### src/rtl/traffic_light.sv
// Single-intersection traffic-light controller: Moore FSM RED -> GREEN -> YELLOW,
// phase timing in prescaled ticks, registered one-hot lamp outputs.
module traffic_light #(
  parameter int RED_TICKS    = 10,
  parameter int GREEN_TICKS  = 8,
  parameter int YELLOW_TICKS = 3,
  parameter int TICK_DIV     = 1,
  parameter int CNT_W        = 8
) (
  input  logic       clk,
  input  logic       rst,
  output logic [2:0] lights
);

  localparam int PRE_W = (TICK_DIV > 1) ? $clog2(TICK_DIV) : 1;

  localparam logic [2:0] LAMP_RED    = 3'b100;
  localparam logic [2:0] LAMP_GREEN  = 3'b001;
  localparam logic [2:0] LAMP_YELLOW = 3'b010;

  typedef enum logic [1:0] {
    ST_RED    = 2'b00,
    ST_GREEN  = 2'b01,
    ST_YELLOW = 2'b10
  } state_t;

  state_t             state;
  state_t             next_state;
  logic [CNT_W-1:0]   count;
  logic [CNT_W-1:0]   last_count;
  logic [PRE_W-1:0]   prescale;
  logic               tick;
  logic               state_legal;
  logic [2:0]         next_lights;

  assign tick = (prescale == PRE_W'(TICK_DIV - 1));

  // Phase bookkeeping: final counter value and successor for the current state.
  always_comb begin
    last_count  = CNT_W'(RED_TICKS - 1);
    next_state  = ST_GREEN;
    next_lights = LAMP_GREEN;
    state_legal = 1'b1;
    case (state)
      ST_RED: begin
        last_count  = CNT_W'(RED_TICKS - 1);
        next_state  = ST_GREEN;
        next_lights = LAMP_GREEN;
      end
      ST_GREEN: begin
        last_count  = CNT_W'(GREEN_TICKS - 1);
        next_state  = ST_YELLOW;
        next_lights = LAMP_YELLOW;
      end
      ST_YELLOW: begin
        last_count  = CNT_W'(YELLOW_TICKS - 1);
        next_state  = ST_RED;
        next_lights = LAMP_RED;
      end
      default: begin
        state_legal = 1'b0;
      end
    endcase
  end

  // Lamps are registered alongside the state so they can only move on a state change.
  always_ff @(posedge clk) begin
    if (rst) begin
      state    <= ST_RED;
      count    <= '0;
      prescale <= '0;
      lights   <= LAMP_RED;
    end else begin
      prescale <= tick ? '0 : prescale + PRE_W'(1);
      if (!state_legal) begin
        state  <= ST_RED;
        count  <= '0;
        lights <= LAMP_RED;
      end else if (tick) begin
        if (count == last_count) begin
          count  <= '0;
          state  <= next_state;
          lights <= next_lights;
        end else begin
          count <= count + CNT_W'(1);
        end
      end
    end
  end

endmodule

### config.mk
export PLATFORM = sky130hd
export DESIGN_NAME = traffic_light
export DESIGN_NICKNAME = d
export VERILOG_FILES = /design/src/rtl/traffic_light.sv
export SDC_FILE = /design/constraint.sdc
export NUM_CORES = 1
export LEC_CHECK = 0
export CAP_MARGIN = 30
export CELL_PAD_IN_SITES_DETAIL_PLACEMENT = 0
export CELL_PAD_IN_SITES_GLOBAL_PLACEMENT = 1
export CORE_MARGIN = 1.5
export CORE_UTILIZATION = 40
export CTS_BUF_LIST = sky130_fd_sc_hd__clkbuf_8 sky130_fd_sc_hd__clkbuf_16
export CTS_CLUSTER_DIAMETER = 50
export DETAILED_ROUTE_END_ITERATION = 8
export DONT_BUFFER_PORTS = 1
export GPL_TIMING_DRIVEN = 0
export PLACE_DENSITY_LB_ADDON = 0.1
export SLEW_MARGIN = 15
export SYNTH_ARGS = -nofsm -noshare
export SYNTH_HDL_FRONTEND = slang
export SYNTH_SLANG_ARGS = --single-unit
### constraint.sdc
create_clock -name clk -period 1.7 [get_ports clk]
set_clock_uncertainty 0.2 [all_clocks]
set_input_delay 0.51 -clock clk [delete_from_list [all_inputs] [get_ports clk]]
set_output_delay 0.51 -clock clk [all_outputs]
set_load 0.02 [all_outputs]
==> flow_summary.ini, run 1 <==
[floorplan]
die_x_um = 42.6
die_area_um2 = 1820
ios = 5
rows = 14
die_height_um = 42.6
initial_core_util = 0.422
core_area_um2 = 1490

[job]
cap_viol_max_count = 0

[logic_synthesis]
async_reset_ff_frac = 0
ys_ff_latch = 12
synth_mux_area_frac = 0.0159
syn_area_um2 = 628
synth_top_flop_cell = dfxtp_1
yosysSeqAreaShare = 0.382
syn_nets = 75
synthTopCellsByArea = dfxtp_1 38%, ha_1 10%, nor2_1 7.2%
ys_warn_count = 0
synth_simple_gate_area_frac = 0.257
synth_top_family_by_area = simple AND/OR/NAND/NOR gates
syn_area_per_cell_um2 = 9.24
synthDistinctLibCells = 23
ys_top_cells_by_count = 12 x dfxtp_1, 12 x nor2_1, 5 x ha_1, 5 x xnor2_1
synth_xor_area_frac = 0.125
yosysTopAreaCellShare = 0.382
syn_inst = 68
synth_edf_count = 0
yosys.area.top_type = dfxtp_1
synth_compound_area_frac = 0.102
synth_fa_ha_area_frac = 0.0996

[drt]
dr.pass1.iters = 4
vias = 456
drt_iter0_drc = 12
wl_um = 1100
drtAntennaViolNets = 0
wl_per_cell_um = 12.2
drc = 0
viasPerCell = 5.07

[critical_path]
crit_required_ns = 1.62
critPathKind = flip-flop to flip-flop
arrival_ns = 1.67
path_max_fanout = 8
crit_path_end_kind = flip-flop
start_kind = flip-flop

[global_route]
overflow = 0
grt_pass1_vias = 436
track_usage = 0.137
grt_max_degree = 9
grt_pass1_wl_um = 1880
grt_antenna_before_repair = 0

[clock_tree]
clk_path_buf_depth = 2
cts_tree = built
root_buffer = clkbuf_8
numCtsBuffers = 3
path_clk_slew_ns = 0.06
htreeDepth = 1
clock_latency_ns = 0.23
cts_sinks = 12

[sta]
min_period_ns = 1.75
holdWs_ns = 0.223
finalSetupViolCount = 10
fin_crit_sh = 1.03
hold_violations = 0
setup_slack_ns = -0.0501
clock.fmax_ghz = 0.571
rsz0062_at_grt = yes
slew_viol_final = 0

[cells_and_area]
drive_gt1_frac = 0.243
final-seq-area_um2 = 248
antennaDiodeCount = 0
nFillCells = 145
multiInputGateArea_um2 = 424
area_delta_synth_final_pct = 21.3
finalNetCount = 82

[power_and_ir_drop]
p_leak_nw = 0.271
ir_drop_uv = 689
p_per_area_nw_per_um2 = 773

[status]
violations = setup timing
status = finished, violations left

[placement]
dpl_worst_slack_ns = -0.144
gp_congestion = 0.750
numPortBuffers = 0
dp_hpwl_um = 761

[min_path]
hold_path.class = input pin to flip-flop
## worst paths after layout
kind	startpoint	to	slack (ns)	cells after the start
setup reg to reg	lights[0]	count[0]	-0.05	6
setup / recovery	lights[0]	count[0]	-0.05	6
hold / removal	rst	lights[2]	0.22	2
hold reg to reg	count[7]	count[7]	0.34	2
## what timing repair did
item / CTS / global route
resized for setup: 4 / 5
hold buffers: 0 / 0
buffers inserted: 1 / 1
endpoints found under the setup margin: 11 / 11
pin swaps: 12 / 5
## kinds of logic (layout without fill, tap and decap cells)
| logic type | count (synthesis) | count (layout) |
|---|---|---|
| AND/OR/NAND/NOR | 30 | 30 |
| flip-flops | 12 | 12 |
| adder cells (fa/ha/maj) | 5 | 5 |
| XOR/XNOR | 9 | 9 |
| other | 1 | 1 |
| multiplexers | 1 | 1 |
| buffers and inverters | 2 | 8 |
| AO/OA/AOI/OAI | 8 | 8 |
## worst max-delay path: stages (launching register included)
cell and delay [ns]:
dfxtp_4 0.42, inv_4 0.05, ha_4 0.28, and3b_2 0.22, o211ai_4 0.11, o21ai_4 0.28
nor2_1 0.08
## metal layers
layer / wire [µm] / GRT usage
met5: 0 / 0
met4: 22 / 0.0688
met3: 48 / 0.0733
met2: 487 / 0.185
met1: 543 / 0.176
## sequential cells by signal, indices dropped and copies added, names as in the netlist
register,count
count,8
lights,3
prescale,1
## layout make-up
class,instances,area share
sequential,12,0.325
clock inverter,1,0.00493
inverter,2,0.0131
timing repair buffer,2,0.0197
multi-input combinational,54,0.557
clock buffer,3,0.0542
tap,16,0.0263
## power breakdown
group	total, W	leakage (nW)	switching (W)	internal (W)
Clock	0.000262	0.0269	0.000103	0.000159
Combinational	0.0000317	0.145	0.0000167	0.0000150
Sequential	0.000295	0.0991	0.0000106	0.000285
Total	0.000589	0.271	0.000130	0.000459
## cells in the final DEF (no fill, tap or decap), drive strengths merged, types with 2 or more instances in the layout
cell type  count
a21oi          2
buf            2
clkbuf         3
dfxtp         12
ha             5
inv            3
nand2          4
nand3          4
nand4b         3
nor2          12
nor3           2
o21ai          4
xnor2          5
xor2           4
## stage by stage
stage / utilization / TNS, ns / power [W] / instances / cell area (µm²)
floorplan: - / 0 / 0.000325 / 68 / 646
finish: 0.512 / -0.359 / 0.000589 / 90 / 762
detailed placement: 0.447 / -1.12 / 0.000332 / 84 / 666
CTS: 0.490 / -0.375 / 0.000595 / 89 / 729
global route: 0.512 / -1.28 / 0.000619 / 90 / 762
global placement: 0.447 / -0.863 / 0.000332 / 84 / 666
No activity file was read; power rests on OpenSTA's default activity.
==> inputs of run 2 (changes only) <==
==> config.mk (replaced) <==
export PLATFORM = sky130hd
export DESIGN_NAME = traffic_light
export DESIGN_NICKNAME = d
export VERILOG_FILES = /design/src/rtl/traffic_light.sv
export SDC_FILE = /design/constraint.sdc
export NUM_CORES = 1
export LEC_CHECK = 0
export CAP_MARGIN = 30
export CORE_AREA = 2 2 39 41
export CTS_BUF_LIST = sky130_fd_sc_hd__clkbuf_8 sky130_fd_sc_hd__clkbuf_16
export CTS_CLUSTER_DIAMETER = 50
export DETAILED_ROUTE_END_ITERATION = 8
export DIE_AREA = 0 0 41 43
export DONT_BUFFER_PORTS = 1
export GPL_TIMING_DRIVEN = 0
export SLEW_MARGIN = 15
export SYNTH_ARGS = -nofsm -noshare
export SYNTH_HDL_FRONTEND = slang
export SYNTH_SLANG_ARGS = --single-unit
==> constraint.sdc (replaced) <==
create_clock -name clk -period 1.5 [get_ports clk]
set_clock_uncertainty 0.2 [all_clocks]
set_input_delay 0.45 -clock clk [delete_from_list [all_inputs] [get_ports clk]]
set_output_delay 0.45 -clock clk [all_outputs]
set_load 0.02 [all_outputs]
==> run 2 against run 1 <==
- the flow still finishes with violations (setup timing)
- non-clock buffer count decreased by 2
- power rose by 23%
- sequential share of layout area is 0.43 points higher
- worst hold slack worse by 0.066 ns
- utilization grew 3.2 points
- count of clock-buffer cells in the layout grew 1
- sequential power increased by 14%
- register-to-register slack lost 0.22 ns
- routed wire length decreased by 5.2%
- cell area is 1.3% lower
- critical endpoint is now count[7]
- highest routed layer unchanged
==> flow_summary.ini, run 2 (synthesis results as in run 1) <==
[clock_tree]
path_clk_slew_ns = 0.05
numCtsBuffers = 3
htreeDepth = 1
cts_tree = built
clock_latency_ns = 0.24
cts_setup_buffers = 0
root_buffer = clkbuf_8
clk_path_buf_depth = 2
cts_sinks = 12

[global_route]
grt_max_degree = 9
grt_pass1_wl_um = 1790
grt_antenna_before_repair = 0
grt_pass1_vias = 438
overflow = 0
track_usage = 0.154

[sta]
clock.fmax_ghz = 0.564
hold_violations = 0
min_period_ns = 1.77
rsz0062_at_grt = yes
holdWs_ns = 0.157
finalSetupViolCount = 11
slew_viol_final = 0
fin_crit_sh = 1.18
setup_slack_ns = -0.274

[placement]
numPortBuffers = 0
dpl.cell_count = 84
dpl_worst_slack_ns = -0.297
gp_congestion = 0.681
dp_hpwl_um = 769

[cells_and_area]
largestRegisters = count: 8 flops, lights: 3 flops, prescale: 1 flops
finalNetCount = 80
final-seq-area_um2 = 248
area_delta_synth_final_pct = 19.7
multiInputGateArea_um2 = 419
largest_register_ffs = 8
fin_cells = 88
final_cell_mix = 11 x nor2_1, 10 x dfxtp_1
layout_commonest_cell = nor2_1
antennaDiodeCount = 0
largest_register = count
fin_util = 0.543
drive_gt1_frac = 0.222
nFillCells = 133

[floorplan]
core_area_um2 = 1380
die_x_um = 41
ios = 5
die_height_um = 43
initial_core_util = 0.454
die_area_um2 = 1760
rows = 14

[min_path]
hold_path.class = input pin to flip-flop

[drt]
drt_iter0_drc = 4
wl_per_cell_um = 11.9
wl_um = 1040
drtAntennaViolNets = 0
drc = 0
vias = 452
dr.pass1.iters = 3
viasPerCell = 5.14

[status]
status = finished, violations left
violations = setup timing

[power_and_ir_drop]
ir_drop_uv = 742
p_leak_nw = 0.266
p_per_area_nw_per_um2 = 965

[critical_path]
crit_path_end_kind = flip-flop
crit_required_ns = 1.42
start_kind = flip-flop
critPathKind = flip-flop to flip-flop
arrival_ns = 1.70
path_max_fanout = 8

[job]
cap_viol_max_count = 0
## run 2: worst max-delay path: stages (launching register included)
cell and delay (ns):
dfxtp_4 0.41, inv_4 0.05, ha_4 0.28, and3b_2 0.23, o211ai_4 0.12, o21ai_4 0.29, nor2_1 0.08
## run 2: path summary, 6_finish.rpt
path / from / end / slack, ns / cells after the start
setup / recovery: lights[0] / count[7] / -0.27 / 6
hold / removal: rst / lights[2] / 0.16 / 2
setup reg to reg: lights[0] / count[7] / -0.27 / 6
hold reg to reg: count[7] / count[7] / 0.33 / 2
## run 2: metal layers
layer / wire (µm) / track usage
met1: 495 / 0.218
met2: 501 / 0.194
met3: 28 / 0.0471
met4: 18 / 0.100
met5: 0 / 0
## run 2: per-stage QoR
| stage | total power, W | instance area, µm² | TNS, ns |
|---|---|---|---|
| after floorplan | 0.000367 | 648 | -1.22 |
| after global placement | 0.000375 | 668 | -2.50 |
| after detailed placement | 0.000376 | 668 | -2.94 |
| after CTS | 0.000732 | 739 | -2.57 |
| after global routing | 0.000754 | 752 | -3.48 |
| final | 0.000726 | 752 | -2.57 |
## run 2: layout make-up
type | count | area share
multi-input cells | 54 | 0.557
flip-flops and latches | 12 | 0.329
clock buffers | 4 | 0.0732
well taps | 16 | 0.0266
inverters | 2 | 0.0133
## run 2: what timing repair did
| item | 4_1_cts | 5_1_grt |
|---|---|---|
| hold buffers | 0 | 0 |
| gates cloned | 0 | 0 |
| pin swaps | 4 | 7 |
| endpoints found under the setup margin | 11 | 11 |
| gates resized for setup | 3 | 4 |
## run 2: power breakdown
part | internal [W] | switching [W] | leakage, nW | total [W]
clock network | 0.000232 | 0.000122 | 0.0288 | 0.000354
logic | 0.0000172 | 0.0000191 | 0.138 | 0.0000364
registers | 0.000323 | 0.0000131 | 0.0991 | 0.000336
==> inputs of run 3 (changes only) <==
==> constraint.sdc (replaced) <==
create_clock -name clk -period 1.77 [get_ports clk]
set_clock_uncertainty 0.2 [all_clocks]
set_input_delay 0.531 -clock clk [delete_from_list [all_inputs] [get_ports clk]]
set_output_delay 0.531 -clock clk [all_outputs]
set_load 0.02 [all_outputs]
==> run 3 against run 2 <==
- sequential power is 15% lower
- count of clock-buffer cells in the layout is the same
- the flow now finishes without violations
- first-iteration DRC count grew to 2.5 times the previous value
- global-route usage shrank 0.13 points
- clock power decreased by 15%
==> flow_summary.ini, run 3 (synthesis results as in run 1) <==
[cells_and_area]
multiInputGateArea_um2 = 469
fin_util = 0.604
largest_register = count
nFillCells = 116
final-seq-area_um2 = 248
layout_commonest_cell = nor2_1
largestRegisters = count: 8 flops, lights: 3 flops, prescale: 1 flops
area_delta_synth_final_pct = 33.1
antennaDiodeCount = 0
finalNetCount = 84
final_cell_mix = 12 x nor2_1, 10 x dfxtp_1
largest_register_ffs = 8
drive_gt1_frac = 0.355

[clock_tree]
root_buffer = clkbuf_8
numCtsBuffers = 3
htreeDepth = 1
cts_tree = built
path_clk_slew_ns = 0.06
cts_sinks = 12
clock_latency_ns = 0.25
clk_path_buf_depth = 2

[drt]
drtAntennaViolNets = 0
wl_um = 1140
drc = 0
dr.pass1.iters = 4
viasPerCell = 5.15
wl_per_cell_um = 12.4
vias = 474
drt_iter0_drc = 10

[sta]
hold_violations = 0
slew_viol_final = 0
finalSetupViolCount = 0
clock.fmax_ghz = 0.571
setup_slack_ns = 0.0199
min_period_ns = 1.75
fin_crit_sh = 0.989
rsz0062_at_grt = yes

[critical_path]
crit_required_ns = 1.70
timing.rr.start = lights[0]
path_max_fanout = 5
critPathMaxStageDelay_ns = 0.41
critPathKind = flip-flop to flip-flop
crit_path_end_kind = flip-flop
worstPathCellList = inv_4, ha_4, and3b_2, buf_6, o211a_4, nand3_2, nand3_2
crit_path_top_delay_cell = dfxtp_4
start_kind = flip-flop
crit_family = flip-flops
critPathLaunch = lights[0]
arrival_ns = 1.68
rrSetupSlack_ns = 0.02
regToRegEndpoint = lights[2]
rr_worst_depth = 7
critPathMostFrequentCell = nand3_2
path_buf_inv = 2

[job]
cap_viol_max_count = 0

[min_path]
hold_path_end = lights[2]
hold_depth = 2
hold_path.class = input pin to flip-flop
min_from = rst

[power_and_ir_drop]
clkPwrFrac = 0.487
internal-power_w = 0.000486
p_total_w = 0.000620
p_per_area_nw_per_um2 = 742
netSwitchingFraction = 0.216
ir_drop_uv = 725
seqPwrFrac = 0.460
p_leak_nw = 0.280
p_comb_frac = 0.053
netSwitchingPower_w = 0.000134

[floorplan]
die_x_um = 41
die_height_um = 43
die_area_um2 = 1760
core_area_um2 = 1380
initial_core_util = 0.454
rows = 14
ios = 5

[placement]
gp_congestion = 0.704
dpl_worst_slack_ns = -0.176
numPortBuffers = 0
dp_hpwl_um = 731

[global_route]
grt_pass1_vias = 432
grt_max_degree = 9
track_usage = 0.153
grt_pass1_wl_um = 1710
overflow = 0
grt_antenna_before_repair = 0

[status]
status = finished, final reports clean
[run 3: how the worst max path moves through the flow]
| stage | slack [ns] | depth (start not counted) | endpoint |
|---|---|---|---|
| after floorplan | 0.03 | 5 | count[0] |
| after global placement | -0.15 | 5 | count[5] |
| after detailed placement | -0.18 | 5 | count[4] |
| after CTS | -0.004 | 6 | count[4] |
| after global routing | -0.07 | 6 | count[4] |
| final | 0.02 | 7 | lights[2] |
[run 3: layer usage]
layer	track usage	up-vias	part of all wire
met1	0.167	217	0.43
li1	-	244	-
met5	0	-	0
met4	0.0800	0	0.025
met2	0.228	8	0.50
met3	0.0785	5	0.052
[run 3: worst register-to-register path: stages, from the launching register on]
cell     delay [ns]
dfxtp_4        0.41
inv_4          0.05
ha_4           0.23
and3b_2        0.24
buf_6          0.12
o211a_4        0.23
nand3_2        0.08
nand3_2        0.06
[run 3: layout make-up]
class	instances	area share
Timing Repair Buffer	4	0.0404
Sequential cell	12	0.296
Tap cell	16	0.0240
Inverter	2	0.0120
Multi-Input combinational cell	54	0.561
Clock buffer	4	0.0659
[run 3: through the flow]
| stage | TNS [ns] | instances | hold slack [ns] | area (µm²) |
|---|---|---|---|---|
| floorplan | 0 | 68 | 0.286 | 629 |
| global placement | -1.39 | 84 | 0.310 | 649 |
| detailed placement | -1.65 | 84 | 0.313 | 649 |
| CTS | -0.00582 | 91 | 0.230 | 756 |
| global route | -0.473 | 92 | 0.231 | 836 |
| finish | 0 | 92 | 0.226 | 836 |
[run 3: repair_timing]
action                                  in CTS  in global routing
setup buffers                                3                  1
gates cloned                                 0                  0
resized for setup                            7                 14
pin swaps                                   12                  8
endpoints found under the setup margin      11                 11
hold buffers                                 0                  0
[run 3: power by group through the flow]
stage	combinational, W	clock [W]	sequential, W
after floorplan	0.0000241	0	0.000290
after global placement	0.0000270	0	0.000293
after detailed placement	0.0000279	0	0.000292
after CTS	0.0000285	0.000308	0.000284
after global routing	0.0000372	0.000319	0.000286
final	0.0000331	0.000302	0.000285
